[config.mk]
export PLATFORM = sky130hd
export DESIGN_NAME = prog_fetch_ctrl
export DESIGN_NICKNAME = d
export VERILOG_FILES = /design/src/rtl/prog_fetch_ctrl.sv
export SDC_FILE = /design/constraint.sdc
export NUM_CORES = 1
export LEC_CHECK = 0
export ABC_CLOCK_PERIOD_IN_PS = 4200
export BUFFER_PORTS_ARGS = -buffer_cell sky130_fd_sc_hd__buf_4
export CORE_ASPECT_RATIO = 1.25
export CORE_MARGIN = 5
export CORE_UTILIZATION = 40
export DETAILED_ROUTE_END_ITERATION = 10
export MAX_ROUTING_LAYER = met4
export PLACE_DENSITY = 0.61
export SYNTH_ARGS = -nofsm -noshare
export SYNTH_HDL_FRONTEND = slang
export SYNTH_SLANG_ARGS = --single-unit
[constraint.sdc]
create_clock -name clk -period 4.2 [get_ports clk]
set_input_delay 0.42 -clock clk [delete_from_list [all_inputs] [get_ports clk]]
set_output_delay 0.42 -clock clk [all_outputs]
set_load 0.01 [all_outputs]
[src/rtl/prog_fetch_ctrl.sv]
`default_nettype none
// +--------------------------------------------------------------------------+
// | prog_fetch_ctrl: program ROM fetch sequencer with 2-entry instr buffer    |
// | Rev 1.0                                                                   |
// +--------------------------------------------------------------------------+
module prog_fetch_ctrl #(
  parameter int                ADDR_W       = 16,
  parameter int                DATA_W       = 16,
  parameter logic [ADDR_W-1:0] RESET_VECTOR = '0
) (
  input  logic              clk,
  input  logic              reset,
  output logic [ADDR_W-1:0] rom_addr,
  input  logic [DATA_W-1:0] rom_data,
  output logic [DATA_W-1:0] instr,
  output logic [ADDR_W-1:0] instr_pc,
  output logic              instr_valid,
  input  logic              instr_ready,
  input  logic              jump,
  input  logic [ADDR_W-1:0] jump_target
);

  localparam logic [ADDR_W-1:0] c_pc_one = {{(ADDR_W-1){1'b0}}, 1'b1};

  logic [ADDR_W-1:0] fetch_pc_q, fetch_pc_d;
  logic              inflight_q, inflight_d;
  logic [ADDR_W-1:0] inflight_pc_q, inflight_pc_d;
  logic [ADDR_W-1:0] buf_pc_q [2];
  logic [ADDR_W-1:0] buf_pc_d [2];
  logic [DATA_W-1:0] buf_instr_q [2];
  logic [DATA_W-1:0] buf_instr_d [2];
  logic              rd_ptr_q, rd_ptr_d;
  logic              wr_ptr_q, wr_ptr_d;
  logic [1:0]        count_q, count_d;

  logic              w_pop;
  logic              w_push;
  logic              w_issue;
  logic [2:0]        w_occ;

  always_comb begin
    w_pop   = (count_q != 2'd0) & instr_ready;
    // Occupancy counts the in-flight read so the buffer can never overflow.
    w_occ   = {1'b0, count_q} + {2'b00, inflight_q} - {2'b00, w_pop};
    w_issue = !jump & (w_occ < 3'd2);
    w_push  = inflight_q & !jump;

    fetch_pc_d    = fetch_pc_q;
    inflight_d    = 1'b0;
    inflight_pc_d = inflight_pc_q;
    buf_pc_d      = buf_pc_q;
    buf_instr_d   = buf_instr_q;
    rd_ptr_d      = rd_ptr_q;
    wr_ptr_d      = wr_ptr_q;
    count_d       = count_q;

    if (jump) begin
      fetch_pc_d = jump_target;
      rd_ptr_d   = 1'b0;
      wr_ptr_d   = 1'b0;
      count_d    = 2'd0;
    end else begin
      if (w_issue) begin
        fetch_pc_d    = fetch_pc_q + c_pc_one;
        inflight_d    = 1'b1;
        inflight_pc_d = fetch_pc_q;
      end
      if (w_push) begin
        buf_pc_d[wr_ptr_q]    = inflight_pc_q;
        buf_instr_d[wr_ptr_q] = rom_data;
        wr_ptr_d              = ~wr_ptr_q;
      end
      if (w_pop) begin
        rd_ptr_d = ~rd_ptr_q;
      end
      count_d = count_q + {1'b0, w_push} - {1'b0, w_pop};
    end
  end

  always_ff @(posedge clk) begin
    if (reset) begin
      fetch_pc_q     <= RESET_VECTOR;
      inflight_q     <= 1'b0;
      inflight_pc_q  <= '0;
      buf_pc_q[0]    <= '0;
      buf_pc_q[1]    <= '0;
      buf_instr_q[0] <= '0;
      buf_instr_q[1] <= '0;
      rd_ptr_q       <= 1'b0;
      wr_ptr_q       <= 1'b0;
      count_q        <= 2'd0;
    end else begin
      fetch_pc_q     <= fetch_pc_d;
      inflight_q     <= inflight_d;
      inflight_pc_q  <= inflight_pc_d;
      buf_pc_q       <= buf_pc_d;
      buf_instr_q    <= buf_instr_d;
      rd_ptr_q       <= rd_ptr_d;
      wr_ptr_q       <= wr_ptr_d;
      count_q        <= count_d;
    end
  end

  assign rom_addr    = fetch_pc_q;
  assign instr       = buf_instr_q[rd_ptr_q];
  assign instr_pc    = buf_pc_q[rd_ptr_q];
  assign instr_valid = (count_q != 2'd0);

endmodule
`default_nettype wire

==> impl_metrics.json, run 1 <==
{
  "clock_path_buffers": 2,
  "synth_warnings": 0,
  "track_usage_pct": 17.0,
  "power_density_nw_per_um2": 381,
  "placed_area_um2": 4990,
  "drt_iter0_drc": 179,
  "grt_pass1_vias": 3581,
  "slew_viol_final": 0,
  "core.rowCount": 42,
  "synth_seq_cells": 101,
  "tightestPinTransition_ps": 1060,
  "post_cts_buffers": 0,
  "p_leak_uw": 0.00204,
  "post-route-util_pct": 50.1,
  "syn_inst": 526,
  "grt_max_degree": 106,
  "globalRouteOverflowTotal": 0,
  "wl_um": 10600,
  "cp.required_ps": 4370,
  "rsz0062_at_grt": "false",
  "async_flop_share_pct": 0,
  "synth.largest_area_cell": "dfxtp_1",
  "holdBufCountCts": 0,
  "setup_viol": 0,
  "ios": 85,
  "ys_top_cells_by_area": "dfxtp_1 47%, nand2_1 15%, a21oi_1 9.6%",
  "crit_fanout": 18,
  "crit_arrival_ps": 3210,
  "cts-root-buf": "clkbuf_16",
  "cts_tree": "built",
  "cp_num_buf_inv": 1,
  "avgSynthCellArea_um2": 8.17,
  "antennaDiodeCount": 0,
  "synth_edf_count": 0,
  "status": "finished, final reports clean",
  "syn_area_um2": 4300,
  "maxCapViolations": 0,
  "grt_first_pass_wirelength_um": 17300,
  "antenna_found_initial": 0,
  "synthTopCellsByCount": "168 x nand2_1, 101 x dfxtp_1, 82 x a21oi_1",
  "final_nets": 629,
  "slowest_delay_ps": 770,
  "synth_cell_types": 40,
  "yosysMostFrequentCell": "nand2_1",
  "fin_setup_tns_ps": 0,
  "io_buffers": 84,
  "crit_path_end_kind": "flip-flop",
  "fmax_ghz": 0.329,
  "crit_chain": "and3b_1 -> o21ai_0 -> fa_1 -> inv_1 -> nor3_2 -> a32o_1 -> a221oi_1",
  "via_count": 3776,
  "syn_nets": 565,
  "clock-skew-final_ps": 5.39,
  "totalPowerFinal_uw": 2020,
  "area_growth_pct": 23.2,
  "ctsResizeCount": 0,
  "holdCritPathClass": "input port to flip-flop",
  "fp.dieW_um": 103,
  "final_antenna_net_count": 0,
  "critical_path_class": "flip-flop to flip-flop",
  "start_util_pct": 40.7,
  "startpoint_type": "flip-flop",
  "dr.pass1.iters": 4,
  "dp_hpwl_um": 6840,
  "cts.sinks": 101,
  "cts.clk_slew.worst_paths_ps": 70,
  "clk_latency_ps": 340,
  "relSlewSlack_pct": 29.2,
  "layout-drive-gt1-share_pct": 24.4,
  "cp_top_family": "simple AND/OR/NAND/NOR gates",
  "numCtsBuffers": 9,
  "finalHoldViolCount": 0,
  "gp_congestion": 0.770,
  "via_per_inst": 5.19,
  "htree_levels": 3,
  "drc": 0,
  "synth_top_area_share_pct": 47.1,
  "die_h_um": 126,
  "ir_drop_uv": 210,
  "post-route-period-util_pct": 72.4,
  "die-area_um2": 12900,
  "period_needed_ps": 3040,
  "final_area_um2": 5290,
  "crit_slowest_cell": "nor3_2",
  "dp_cells": 711,
  "wl_per_cell_um": 14.6,
  "core-area_um2": 10600,
  "fin_cells": 727,
  "ys_seq_area_share_pct": 47.1,
  "synth_ff_type": "dfxtp_1"
}
## layer usage
metal / global-route usage, % / vias up / wire (µm)
met1: 22.3 / 1765 / 4840
met4: 5.25 / 0 / 103
met3: 3.37 / 10 / 628
met2: 26.2 / 110 / 5050
met5: - / - / 0
li1: - / 1891 / -
## through the flow
stage / hold WS [ps] / setup WS (ps)
floorplan: 433 / 1520
global placement: 438 / 1290
detailed placement: 443 / 1160
CTS: 326 / 1160
global route: 332 / 828
finish: 336 / 1160
## cell usage in the layout (no fill, tap or decap), types with 7 or more instances in the layout
cell type / Yosys / layout
nand2_1: 168 / 168
dfxtp_1: 101 / 101
buf_4: 1 / 89
a21oi_1: 82 / 82
mux2_2: 32 / 32
nor2_1: 19 / 19
xnor2_1: 9 / 9
a211oi_1: 9 / 9
clkbuf_16: 0 / 9
nor3_1: 7 / 7
## tightest hold or removal path, stage by stage
cell	delay (ps)
buf_4	110
nand2_1	50
a21oi_1	50
## worst paths after layout
check         startpoint             end  slack (ps)  cells past startpoint
min reg2reg  buf_pc_q[4]     buf_pc_q[4]         450                      2
max           count_q[1]    rom_addr[14]        1160                      7
max reg2reg   count_q[1]    rom_addr[14]        1160                      7
min          rom_data[6]  buf_instr_q[6]         340                      3
## sequential cells by signal, summed over array words and instances (netlist names)
signal / count
buf_instr_q: 32
rd_ptr_q: 1
buf_pc_q: 32
inflight_q: 1
wr_ptr_q: 1
count_q: 2
rom_addr: 16
inflight_pc_q: 16
## layout make-up
cell class              instances  area (µm²)
well taps                     132         165
clock buffers                  10         239
fillers                      1051        5270
repair buffers                 89         668
inverters                       6        22.5
multi-input cells             383        2110
clock inverters                 6        62.6
flip-flops and latches        101        2020
## report_power, final
| part | switching, µW | internal [µW] | leakage, µW |
|---|---|---|---|
| registers | 30.9 | 986 | 0.000821 |
| clock network | 352 | 476 | 0.000140 |
| logic | 92.6 | 78.5 | 0.00108 |
## cells by family after synthesis
| group | count (synthesis) | synth area share, % |
|---|---|---|
| AO/OA/AOI/OAI | 103 | 13.3 |
| XOR/XNOR | 16 | 3.70 |
| adder cells (fa/ha/maj) | 3 | 1.05 |
| buffers and inverters | 42 | 3.79 |
| flip-flops | 101 | 47.1 |
| multiplexers | 33 | 8.62 |
| AND/OR/NAND/NOR | 228 | 22.5 |
(Power assumes the default switching activity.)
==> run 2, diff against run 1 <==
- ABC_AREA: not set -> 1
- ABC_CLOCK_PERIOD_IN_PS: 4200 -> 2800
- clock period: 4.2 -> 2.8 ns (I/O delays scaled with it)
==> run 2 against run 1 <==
Compared with the run above: sequential share of layout area shrank 1.4 points; fmax is 24% higher; clock power rose by 57%; first-iteration DRC count is 7.8% lower; largest cell class is now registers; die area grew 4.2%.
==> impl_metrics.json, run 2 <==
{
  "cp.required_ps": 3090,
  "relSlewSlack_pct": 60.6,
  "yosysMostFrequentCell": "nand2_1",
  "syn_area_um2": 4490,
  "setup_viol": 0,
  "fmax_ghz": 0.409,
  "ys_top_cells_by_area": "dfxtp_1 45%, nand2_1 14%, o21ai_0 9.7%",
  "wl_met3_um": 561,
  "ios": 85,
  "p_leak_uw": 0.00232,
  "final_antenna_net_count": 0,
  "ctsResizeCount": 0,
  "globalRouteOverflowTotal": 0,
  "final_cell_mix": "172 x nand2_1, 100 x dfxtp_1, 91 x buf_4",
  "syn_inst": 638,
  "fin_setup_tns_ps": 0,
  "wl_um": 11200,
  "holdCritPathClass": "input port to flip-flop",
  "synth_ff_type": "dfxtp_1",
  "track_usage_pct": 17.4,
  "area_growth_pct": 22.4,
  "maxCapViolations": 0,
  "htree_levels": 3,
  "startpoint_type": "flip-flop",
  "cts.clk_slew.worst_paths_ps": 60,
  "hp-start": "rom_data[3]",
  "antenna_found_initial": 0,
  "gp_congestion": 0.836,
  "power_density_nw_per_um2": 587,
  "holdBufCountCts": 0,
  "timing.rr.end": "rom_addr[12]",
  "crit_path_end_kind": "flip-flop",
  "antennaDiodeCount": 0,
  "start_util_pct": 40.7,
  "synth_top_area_share_pct": 45.0,
  "io_buffers": 84,
  "drc": 0,
  "final_nets": 746,
  "rsz0062_at_grt": "false",
  "r2r-start": "count_q[1]",
  "synth_seq_cells": 101,
  "via_per_inst": 4.96,
  "async_flop_share_pct": 0,
  "synth_edf_count": 0,
  "top_regs": "buf_instr_q: 32 flops, buf_pc_q: 32 flops",
  "reg2reg_depth": 11,
  "cts_tree": "built",
  "dp_hpwl_um": 7670,
  "die_h_um": 129,
  "grt_pass1_vias": 3983,
  "syn_nets": 677,
  "numCtsBuffers": 9,
  "ys_seq_area_share_pct": 45.0,
  "finalHoldViolCount": 0,
  "slew_viol_final": 0,
  "layout-drive-gt1-share_pct": 17.3,
  "post_cts_buffers": 0,
  "tightestPinTransition_ps": 590,
  "status": "finished, final reports clean",
  "final_common_cell": "nand2_1",
  "grt_max_degree": 65,
  "fp.dieW_um": 105,
  "crit_arrival_ps": 2740,
  "avgSynthCellArea_um2": 7.04,
  "fin_hold_ws_ps": 200,
  "r2r_slack_ps": 360,
  "core.rowCount": 43,
  "wl_per_cell_um": 13.3,
  "synth_warnings": 0,
  "cts-root-buf": "clkbuf_16",
  "hold_path_depth": 3,
  "holdPathEnd": "buf_instr_q[3]",
  "critical_path_class": "flip-flop to flip-flop",
  "core-area_um2": 11000,
  "synthTopCellsByCount": "173 x nand2_1, 101 x dfxtp_1, 87 x o21ai_0",
  "dr_wl_met2_um": 5170,
  "period_needed_ps": 2440,
  "via_count": 4183,
  "dr.pass1.iters": 6,
  "clock_path_buffers": 2,
  "grt_first_pass_wirelength_um": 18800,
  "synth.largest_area_cell": "dfxtp_1",
  "synth_cell_types": 31,
  "drt_iter0_drc": 165,
  "clk_latency_ps": 340,
  "ir_drop_uv": 318,
  "die-area_um2": 13500,
  "cts.sinks": 101,
  "post-route-period-util_pct": 87.3,
  "routedLengthMet1_um": 5250,
  "clock-skew-final_ps": 6.13,
  "crit_fanout": 26,
  "top_layer": "met4"
}
[run 2: changes by cell type after synthesis, sizes merged, moves of 9 or more]
| cell | previous run | this run |
|---|---|---|
| o21ai | 4 | 88 |
| inv | 6 | 76 |
| mux2 | 32 | 0 |
| nor2 | 19 | 46 |
| nand3 | 6 | 21 |
| clkbuf | 34 | 24 |
| a21oi | 82 | 73 |
| xnor2 | 9 | 0 |
[run 2: worst max-delay path: stages, from the launching register on]
cell	delay (ps)
dfxtp_1	460
o21a_1	270
nand2_1	90
o21ai_0	80
nand2_1	80
fa_1	600
nand3_4	190
nor2_8	330
nand3_1	120
nand3_1	100
nand2_1	50
inv_1	40
[run 2: power breakdown]
part / internal, µW / total [µW] / switching, µW
Clock: 793 / 1300 / 506
Combinational: 159 / 374 / 215
Sequential: 1510 / 1560 / 49.7
Total: 2460 / 3230 / 771
[run 2: layout make-up]
class	instances	area, µm²
inverters	76	285
multi-input cells	427	2020
repair buffers	92	703
clock buffers	11	243
flip-flops and latches	101	2020
well taps	135	169
clock inverters	2	60.1
fillers	1105	5530
[run 2: metal layers]
| metal | up-vias | global-route usage (%) |
|---|---|---|
| met1 | 1899 | 21.5 |
| met3 | 19 | 4.01 |
| met2 | 96 | 27.9 |
| met4 | 0 | 6.55 |
| li1 | 2169 | - |
| met5 | - | - |
[run 2: cells by family (layout without fill, tap and decap cells)]
logic type               after synthesis  in the layout  share of synthesized area, %
AO/OA/AOI/OAI                        171            171                          19.5
XOR/XNOR                               6              6                          1.17
adder cells (fa/ha/maj)                3              3                          1.00
buffers and inverters                110            181                          10.1
flip-flops                           101            101                          45.0
AND/OR/NAND/NOR                      247            247                          23.2
[run 2: worst max-delay path by stage]
stage                     startpoint            to  slack [ps]  cells after the start
after floorplan           count_q[1]   rom_addr[7]         660                     12
after global placement    count_q[1]  rom_addr[12]         410                     11
after detailed placement  count_q[1]   rom_addr[8]         340                      9
after CTS                 count_q[1]   rom_addr[8]         340                      9
after global routing      count_q[1]  rom_addr[12]         110                     11
final                     count_q[1]  rom_addr[12]         360                     11
[run 2: per-stage QoR]
stage          util (%)  std cells  total power [µW]  worst slack, ps  instance area (µm²)
2_1_floorplan         -        638              1800              661                 4490
3_3_place_gp       47.1        831              1960              409                 5200
3_5_place_dp       47.1        831              1970              344                 5200
4_1_cts            49.9        844              3260              340                 5500
5_1_grt            49.9        844              3370              111                 5500
6_report           49.9        844              3230              356                 5500
